File: src/rtl/text_pkg.sv
// Shared geometry, control codes and FSM state type for the tile-buffer writer.
package text_pkg;

  localparam int COLS   = 80;
  localparam int ROWS   = 30;
  localparam int CHAR_W = 7;
  localparam int COL_W  = 7;
  localparam int ROW_W  = 5;

  localparam logic [6:0] CR = 7'h0D;
  localparam logic [6:0] LF = 7'h0A;
  localparam logic [6:0] BS = 7'h08;
  localparam logic [6:0] FF = 7'h0C;

  typedef enum logic {CLEAR, IDLE} state_t;

  // Backspace target: step left, wrap to the end of the previous row, stick at (0,0).
  function automatic void retreat(input int unsigned col, input int unsigned row,
                                  input int unsigned cols,
                                  output int unsigned ncol, output int unsigned nrow);
    ncol = col;
    nrow = row;
    if (col > 0) begin
      ncol = col - 1;
    end else if (row > 0) begin
      ncol = cols - 1;
      nrow = row - 1;
    end
  endfunction

endpackage

File: src/rtl/tile_cursor.sv
// Column/row register pair over the tile grid with row-major wrap, backspace,
// newline, carriage-return and home controls.
module tile_cursor #(
  parameter int COLS  = text_pkg::COLS,
  parameter int ROWS  = text_pkg::ROWS,
  parameter int COL_W = text_pkg::COL_W,
  parameter int ROW_W = text_pkg::ROW_W
) (
  input  logic             i_clk,
  input  logic             i_rst_n,
  input  logic             i_zero,
  input  logic             i_inc,
  input  logic             i_dec,
  input  logic             i_nl,
  input  logic             i_cr,
  output logic [COL_W-1:0] o_col,
  output logic [ROW_W-1:0] o_row,
  output logic             o_at_last
);
  import text_pkg::*;

  localparam logic [COL_W-1:0] LAST_COL = COL_W'(COLS - 1);
  localparam logic [ROW_W-1:0] LAST_ROW = ROW_W'(ROWS - 1);

  logic [COL_W-1:0] r_col;
  logic [ROW_W-1:0] r_row;
  int unsigned      w_prev_col;
  int unsigned      w_prev_row;
  logic [ROW_W-1:0] w_row_wrap;

  always_comb begin
    w_prev_col = '0;
    w_prev_row = '0;
    retreat(32'(r_col), 32'(r_row), COLS, w_prev_col, w_prev_row);
    w_row_wrap = (r_row == LAST_ROW) ? '0 : r_row + 1'b1;
  end

  always_ff @(posedge i_clk or negedge i_rst_n) begin
    if (!i_rst_n) begin
      r_col <= '0;
      r_row <= '0;
    end else if (i_zero) begin
      r_col <= '0;
      r_row <= '0;
    end else if (i_inc) begin
      if (r_col == LAST_COL) begin
        r_col <= '0;
        r_row <= w_row_wrap;
      end else begin
        r_col <= r_col + 1'b1;
      end
    end else if (i_dec) begin
      r_col <= COL_W'(w_prev_col);
      r_row <= ROW_W'(w_prev_row);
    end else if (i_nl) begin
      r_col <= '0;
      r_row <= w_row_wrap;
    end else if (i_cr) begin
      r_col <= '0;
    end
  end

  assign o_col     = r_col;
  assign o_row     = r_row;
  assign o_at_last = (r_col == LAST_COL) && (r_row == LAST_ROW);

endmodule

File: src/rtl/text_buffer_writer.sv
// Write-side producer for the tile buffer: clear sweep after reset/request,
// then character stream with cursor tracking and CR/LF/BS/FF handling.
module text_buffer_writer #(
  parameter int                COLS       = text_pkg::COLS,
  parameter int                ROWS       = text_pkg::ROWS,
  parameter int                CHAR_W     = text_pkg::CHAR_W,
  parameter int                COL_W      = text_pkg::COL_W,
  parameter int                ROW_W      = text_pkg::ROW_W,
  parameter logic [CHAR_W-1:0] CLEAR_CHAR = '0
) (
  input  logic              clk_i,
  input  logic              rstn_i,
  input  logic              char_valid_i,
  input  logic [CHAR_W-1:0] char_i,
  output logic              char_ready_o,
  input  logic              clear_i,
  output logic              busy_o,
  output logic              wr_en_o,
  output logic [COL_W-1:0]  col_w_o,
  output logic [ROW_W-1:0]  row_w_o,
  output logic [CHAR_W-1:0] din_o,
  output logic [COL_W-1:0]  cursor_col_o,
  output logic [ROW_W-1:0]  cursor_row_o
);
  import text_pkg::*;

  state_t            r_state, w_state_nx;
  logic              r_sweep_done, w_sweep_done_nx;
  logic              r_wr_en, w_wr_en_nx;
  logic [COL_W-1:0]  r_col_w, w_col_w_nx;
  logic [ROW_W-1:0]  r_row_w, w_row_w_nx;
  logic [CHAR_W-1:0] r_din, w_din_nx;

  logic              w_accept;
  logic              w_swp_zero, w_swp_inc, w_swp_last;
  logic [COL_W-1:0]  w_swp_col;
  logic [ROW_W-1:0]  w_swp_row;
  logic              w_cur_zero, w_cur_inc, w_cur_dec, w_cur_nl, w_cur_cr, w_cur_last;
  logic [COL_W-1:0]  w_cur_col;
  logic [ROW_W-1:0]  w_cur_row;
  int unsigned       w_bs_col, w_bs_row;

  tile_cursor #(.COLS(COLS), .ROWS(ROWS), .COL_W(COL_W), .ROW_W(ROW_W)) u_sweep (
    .i_clk(clk_i), .i_rst_n(rstn_i),
    .i_zero(w_swp_zero), .i_inc(w_swp_inc), .i_dec(1'b0), .i_nl(1'b0), .i_cr(1'b0),
    .o_col(w_swp_col), .o_row(w_swp_row), .o_at_last(w_swp_last)
  );

  tile_cursor #(.COLS(COLS), .ROWS(ROWS), .COL_W(COL_W), .ROW_W(ROW_W)) u_cursor (
    .i_clk(clk_i), .i_rst_n(rstn_i),
    .i_zero(w_cur_zero), .i_inc(w_cur_inc), .i_dec(w_cur_dec), .i_nl(w_cur_nl), .i_cr(w_cur_cr),
    .o_col(w_cur_col), .o_row(w_cur_row), .o_at_last(w_cur_last)
  );

  assign char_ready_o = (r_state == IDLE) && !clear_i;
  assign w_accept     = char_valid_i && char_ready_o;

  always_ff @(posedge clk_i or negedge rstn_i) begin
    if (!rstn_i) r_state <= CLEAR;
    else         r_state <= w_state_nx;
  end

  // The sweep stays in CLEAR one extra edge after the last tile so that
  // wr_en drops together with the transition to IDLE.
  always_comb begin
    w_state_nx = r_state;
    case (r_state)
      CLEAR:   if (r_sweep_done) w_state_nx = IDLE;
      IDLE:    if (clear_i || (w_accept && char_i == FF)) w_state_nx = CLEAR;
      default: w_state_nx = CLEAR;
    endcase
  end

  always_comb begin
    w_wr_en_nx      = 1'b0;
    w_col_w_nx      = r_col_w;
    w_row_w_nx      = r_row_w;
    w_din_nx        = r_din;
    w_sweep_done_nx = r_sweep_done;
    w_swp_zero      = 1'b0;
    w_swp_inc       = 1'b0;
    w_cur_zero      = 1'b0;
    w_cur_inc       = 1'b0;
    w_cur_dec       = 1'b0;
    w_cur_nl        = 1'b0;
    w_cur_cr        = 1'b0;
    w_bs_col        = '0;
    w_bs_row        = '0;
    retreat(32'(w_cur_col), 32'(w_cur_row), COLS, w_bs_col, w_bs_row);
    case (r_state)
      CLEAR: begin
        w_cur_zero = 1'b1;
        if (!r_sweep_done) begin
          w_wr_en_nx      = 1'b1;
          w_col_w_nx      = w_swp_col;
          w_row_w_nx      = w_swp_row;
          w_din_nx        = CLEAR_CHAR;
          w_swp_inc       = 1'b1;
          w_sweep_done_nx = w_swp_last;
        end
      end
      IDLE: begin
        if (clear_i) begin
          w_swp_zero      = 1'b1;
          w_cur_zero      = 1'b1;
          w_sweep_done_nx = 1'b0;
        end else if (w_accept) begin
          case (char_i)
            CR: w_cur_cr = 1'b1;
            LF: w_cur_nl = 1'b1;
            BS: begin
              w_cur_dec  = 1'b1;
              w_wr_en_nx = 1'b1;
              w_col_w_nx = COL_W'(w_bs_col);
              w_row_w_nx = ROW_W'(w_bs_row);
              w_din_nx   = CLEAR_CHAR;
            end
            FF: begin
              w_swp_zero      = 1'b1;
              w_cur_zero      = 1'b1;
              w_sweep_done_nx = 1'b0;
            end
            default: begin
              w_wr_en_nx = 1'b1;
              w_col_w_nx = w_cur_col;
              w_row_w_nx = w_cur_row;
              w_din_nx   = char_i;
              w_cur_zero = w_cur_last;
              w_cur_inc  = !w_cur_last;
            end
          endcase
        end
      end
      default: ;
    endcase
  end

  always_ff @(posedge clk_i or negedge rstn_i) begin
    if (!rstn_i) begin
      r_wr_en      <= 1'b0;
      r_col_w      <= '0;
      r_row_w      <= '0;
      r_din        <= '0;
      r_sweep_done <= 1'b0;
    end else begin
      r_wr_en      <= w_wr_en_nx;
      r_col_w      <= w_col_w_nx;
      r_row_w      <= w_row_w_nx;
      r_din        <= w_din_nx;
      r_sweep_done <= w_sweep_done_nx;
    end
  end

  assign busy_o       = (r_state == CLEAR);
  assign wr_en_o      = r_wr_en;
  assign col_w_o      = r_col_w;
  assign row_w_o      = r_row_w;
  assign din_o        = r_din;
  assign cursor_col_o = w_cur_col;
  assign cursor_row_o = w_cur_row;

endmodule

File: config.mk
export PLATFORM = sky130hd
export DESIGN_NAME = text_buffer_writer
export DESIGN_NICKNAME = d
export VERILOG_FILES = /design/src/rtl/text_pkg.sv /design/src/rtl/tile_cursor.sv /design/src/rtl/text_buffer_writer.sv
export SDC_FILE = /design/constraint.sdc
export NUM_CORES = 1
export LEC_CHECK = 0
export ABC_AREA = 1
export BUFFER_PORTS_ARGS = -buffer_cell sky130_fd_sc_hd__buf_2
export CORE_MARGIN = 10
export CORE_UTILIZATION = 40
export DETAILED_ROUTE_END_ITERATION = 16
export SYNTH_ARGS = -nofsm -noshare
export SYNTH_HDL_FRONTEND = slang
export SYNTH_SLANG_ARGS = --single-unit
File: constraint.sdc
create_clock -name clk_i -period 2.3 [get_ports clk_i]
set_input_delay 0.23 -clock clk_i [delete_from_list [all_inputs] [get_ports clk_i]]
set_output_delay 0.23 -clock clk_i [all_outputs]
set_load 0.1 [all_outputs]
* Word level (Yosys, flattened, before mapping)
Index checks and enable logic that the tools add are counted.
** Operators by class
- Add/subtract/negate cells :: 6
- Reductions and logical operators :: 19
- Eq/ne operators :: 15
- $lt $le $gt $ge :: 2
- Mux-type cells :: 76
- Bitwise gates (word level) :: 1
** Operators with widths (count)
- $mux W7 :: 17
- $mux W5 :: 15
- $pmux W7 S2 :: 4
- $mux W1 :: 33
- $eq A7 B4 Y1 const B :: 4
- $pmux W5 S2 :: 2
- $add A7 B1 Y7 const B :: 2
- $eq A7 B7 Y1 const B :: 2
- $add A5 B1 Y5 const B :: 2
- $eq A5 B5 Y1 const B :: 2
- $pmux W1 S2 :: 5
- $ne A3 B2 Y1 const B :: 3
- $gt A7 B1 Y1 const B :: 1
- $sub A7 B1 Y7 const B :: 1
- $ne A2 B2 Y1 const B :: 3
- $reduce_and A2 Y1 :: 3
- $reduce_or A3 Y1 :: 2
- $gt A5 B1 Y1 const B :: 1
- $logic_and A1 B1 Y1 :: 5
- $reduce_bool A5 Y1 :: 1
- $sub A5 B1 Y5 const B :: 1
- $reduce_and A4 Y1 :: 1
- $reduce_bool A2 Y1 :: 2
- $reduce_bool A4 Y1 :: 1
- 5 further kinds :: 6
** Word-level totals
- Register bits :: 46
- Input port bits :: 11
- Word-level logic and storage cells :: 129

* Logic depth before layout (Yosys ltp)
- Depth after elaboration :: 11
- Depth in mapped cells :: 12
- Gate-level depth less buffers :: 12

* By module
Synthesis repeated with hierarchy kept, for this count alone.
** Second synthesis, totals
- Cells, all modules :: 615
- Area, all modules :: 3978.8 um^2
** Modules (own cells, without submodules)
- text_buffer_writer :: instances 1, area each 1506.4 um^2, cells each 234, seq. area each 550.5 um^2
- tile_cursor (u_cursor) :: instances 1, area each 1268.7 um^2, cells each 199, seq. area each 300.3 um^2
- tile_cursor (u_sweep) :: instances 1, area each 1203.7 um^2, cells each 182, seq. area each 300.3 um^2

* Worst setup path before layout
OpenSTA, ideal clock, no wires.
- Kind :: register to register
- Start point :: register u_cursor.r_row[0], in the netlist u_cursor.o_row[0]
- End point :: register u_cursor.r_row[1], in the netlist u_cursor.o_row[1]
- Library setup time :: 0.121 ns
- Arrival time :: 2.248 ns
- Path slack :: -0.069 ns
- Stages on the path, launching flop included :: 11
- Required time :: 2.179 ns
- Cells stage by stage :: dfrtp_1 inv_1 ha_1 nand3_1 nand2_1 o21ai_0 nand2_1 nand2_1 nand3_1 nand2_1 nor2_1
** On the way
- Cells in the longest elaborated chain, start to end :: 9
- Elaborated cells between the ends (all ways) :: 25
** Ends and longest elaborated chain
- start, declared :: RTL line tile_cursor.sv:26 : logic [ROW_W-1:0] r_row;
- start signal, assigned :: RTL line tile_cursor.sv:48 : r_row <= w_row_wrap;
- start signal, assigned :: RTL line tile_cursor.sv:54 : r_row <= ROW_W'(w_prev_row);
- start signal, assigned :: RTL line tile_cursor.sv:57 : r_row <= w_row_wrap;
- parallel branches: the longest is 9 deep, another holds $eq A5 B5 Y1
Several ways; the timed one is not identified. The select of a mux whose other input is x is not followed.
A chain may end at the register's enable or synchronous reset.

* Worst setup path after layout
- Start point :: register u_cursor.r_row[1], in the netlist u_cursor.o_row[1]
- End point :: register u_cursor.r_row[1], in the netlist u_cursor.o_row[1]
The elaborated chain is that of the path after synthesis.

==> out/qor.csv <==
metric;value;unit
clock latency at the later pin of the worst-skew pair;300;ps
CTS tree;built;
VDD IR max;1.199;mV
area growth from synthesis to layout;14.26;%
antenna cells;0;
total routed wirelength;8.670;mm
Distinct cells, synth;34;
Ports;45;
worst reg2reg path depth;11;
Setup crit end kind;register;
reg-to-reg startpoint;u_cursor.o_row[1]$_DFFE_PN0P_;
Comb power frac;58.8;%
status;complete, no violations;
critical path arrival;2300;ps
fin cells;560;
Starting Density;41.15;%
count of final hold-check violations;0;
Rel. slew slack;59.64;%
Final Max Slew Viols;0;
share of layout cells above drive strength 1;17.14;%
Routability Congestion;0.8732;
post-DP HPWL;6.637;mm
Rows;31;
cells along the critical path;inv_1 > ha_1 > nand3_1 > nor2_4 > nand4_1 > nand3_1 > nand2_2 > nand2_1 > inv_1 > nor2_1 > nor2_1;
fillers;803;
Core Region;7292;um^2
post-route DRC violation count;0;
Main synth FF type;dfrtp_1;
sw frac;57.01;%
first-pass iteration count of the detailed router;5;
Wirelength per Cell;15.48;um
Post-synth ARST share;100.0;%
GRT overflow;0;
antenna violations before repair;0;
YS warnings;0;
CTS Sinks;46;
first-pass GRT wire length;14.46;mm
internal power;1.808;mW
chip width;106.6;um
class of the most critical setup path;reg -> reg;
Syn Inst Count;412;
Flop pwr share;29.1;%
CP Launch Type;register;
Clock transition at path regs;100;ps
die area;11360;um^2
vias per inst;5.111;
IO Port Bufs;44;
Worst Max-Slew Pin Slew;605.3;ps
Max clock buf depth;2;
vias in the first global route;2897;
FMAX;0.4769;GHz
skew final;13.75;ps
RR Endpoint;u_cursor.o_row[1]$_DFFE_PN0P_;
DRT iter0 DRCs;116;
cts bufs inserted;5;
Pwr Density;1227;nW/um^2
Total GRT Usage;15.43;%
CTS HTree Levels;2;
required time of the critical path;2510;ps
synthesized area;3000;um^2
EDFF count, synth;0;
crit path to;u_cursor.o_row[1]$_DFFE_PN0P_;
Sw Pwr;2.398;mW
Tmin final;2097;ps
Placed Cells;552;
sequential area share after synthesis;38.37;%
root buffer cell;clkbuf_8;
Max Cap Viol;0;
Net Count, Synth;432;
Critical Path Fanout Max;6;
post-route ant nets;0;
slowest cell delay on critical path;480;ps
DIE HEIGHT;106.6;um
Clk pwr share;12.1;%
Slowest-stage cell, CP;dfrtp_1;
largest net degree at the start of global routing;47;
crit path from;u_cursor.o_row[1]$_DFFE_PN0P_;
Hold Crit Class;in -> async;
overall power;4.207;mW
CTS Hold Bufs;0;
setup violators final;0;
static leakage;1.755;nW
post-synthesis register bit count;46;
Nets;480;
Final period util;91.18;%
DR vias;2862;
setup TNS;0;ps
Reg2Reg Setup Slack;200;ps
Avg Inst Size Synth;7.282;um^2
RSZ-0062 raised after global routing;no;
-- sequential cells by signal, summed over array words and instances, names as in the netlist --
register / cells
row_w_o: 5
wr_en_o: 1
r_sweep_done: 1
u_cursor.o_row: 5
u_sweep.o_col: 7
u_sweep.o_row: 5
u_cursor.o_col: 7
r_state: 1
din_o: 7
col_w_o: 7
-- power groups by stage --
stage | clock, mW | combinational [mW] | sequential (mW)
after detailed placement | 0 | 2.49 | 1.24
after floorplan | 0 | 1.10 | 2.08
after global routing | 0.560 | 2.71 | 1.25
after global placement | 0 | 2.46 | 1.24
final | 0.508 | 2.47 | 1.23
after CTS | 0.542 | 2.49 | 1.22
-- what timing repair did --
action                                  4_1_cts  5_1_grt
setup buffers                                 0        0
endpoints found under the setup margin        0        5
gates resized for setup                       0        2
-- worst max-delay path, delay by kind of cell, from the launching register on --
kind | cells | cell delay (ps)
DFF | 1 | 480
and+or+nand+nor | 8 | 1020
adders and majority gates | 1 | 190
buffers and inverters | 2 | 300
-- layout make-up --
type	instances	area, um^2	share of cell area, %
Multi-Input combinational cell	301	1575	45.95
Tap cell	99	123.9	3.613
Sequential cell	46	1155	33.69
Clock inverter	2	13.76	0.4015
Timing Repair Buffer	52	280.3	8.175
Clock buffer	6	72.57	2.117
Inverter	54	207.7	6.058
-- metrics by stage --
step	hold slack [ps]	util (%)	worst slack (ps)	instance area (um^2)
floorplan	-65.59	-	-0.4710	3004
global placement	369.6	45.73	-30.83	3334
detailed placement	367.7	45.73	94.63	3334
CTS	26.80	46.91	72.98	3421
global route	51.99	47.01	37.41	3428
finish	14.13	47.01	202.9	3428
-- layout by cell type (no fill, tap or decap), types with 2 or more instances in the layout --
master,n
a21oi_1,23
a31oi_1,3
buf_2,44
buf_4,8
clkbuf_8,5
clkinv_4,2
dfrtp_1,43
dfrtp_2,3
ha_1,9
inv_1,50
inv_2,3
nand2_1,98
nand2_2,3
nand2_4,2
nand3_1,33
nand4_1,9
nor2_1,46
nor2_4,3
o211ai_1,6
o21ai_0,32
o21ai_1,3
o221ai_1,5
o22ai_1,9
o31ai_1,2
xor2_1,7
-- layer usage --
layer	global-route usage, %	up-vias	part of all wire [%]
li1	-	1453	-
met1	20.45	1325	48
met2	24.50	74	45
met3	4.192	10	5.7
met4	3.482	0	0.99
met5	0	-	0
-- worst min-delay path by stage --
stage          startpoint                            end  slack [ps]  cells past startpoint
5_1_grt            rstn_i         col_w_o[1]$_DFFE_PN0P_          50                      2
3_3_place_gp       rstn_i  u_cursor.o_col[5]$_DFFE_PN0P_         370                      2
6_report           rstn_i  u_cursor.o_col[5]$_DFFE_PN0P_          10                      2
2_1_floorplan      rstn_i         col_w_o[0]$_DFFE_PN0P_         -70                      0
4_1_cts            rstn_i  u_cursor.o_row[3]$_DFFE_PN0P_          30                      2
3_5_place_dp       rstn_i         col_w_o[5]$_DFFE_PN0P_         370                      2
-- cells in the mapped netlist, types with 4 or more instances --
cell | number | area share, %
nand2_1 | 98 | 12
buf_2 | 4 | 0.67
nand4_1 | 9 | 1.9
nand3_1 | 33 | 5.5
inv_1 | 50 | 6.3
ha_1 | 9 | 3.8
o211ai_1 | 6 | 1.5
o21ai_0 | 32 | 5.3
xor2_1 | 7 | 2.0
o221ai_1 | 5 | 1.5
dfrtp_1 | 46 | 38
nor2_1 | 47 | 5.9
o22ai_1 | 9 | 1.9
a21oi_1 | 23 | 3.8
-- cell families after synthesis --
| logic type | count (synthesis) | synth area share [%] |
|---|---|---|
| adders and majority gates | 9 | 3.753 |
| DFF | 46 | 38.37 |
| xor gates and xnor gates | 8 | 2.335 |
| and+or+nand+nor | 199 | 29.94 |
| AOI/OAI and AO/OA | 85 | 16.22 |
| buffers and inverters | 65 | 9.383 |
(Power assumes the default switching activity.)
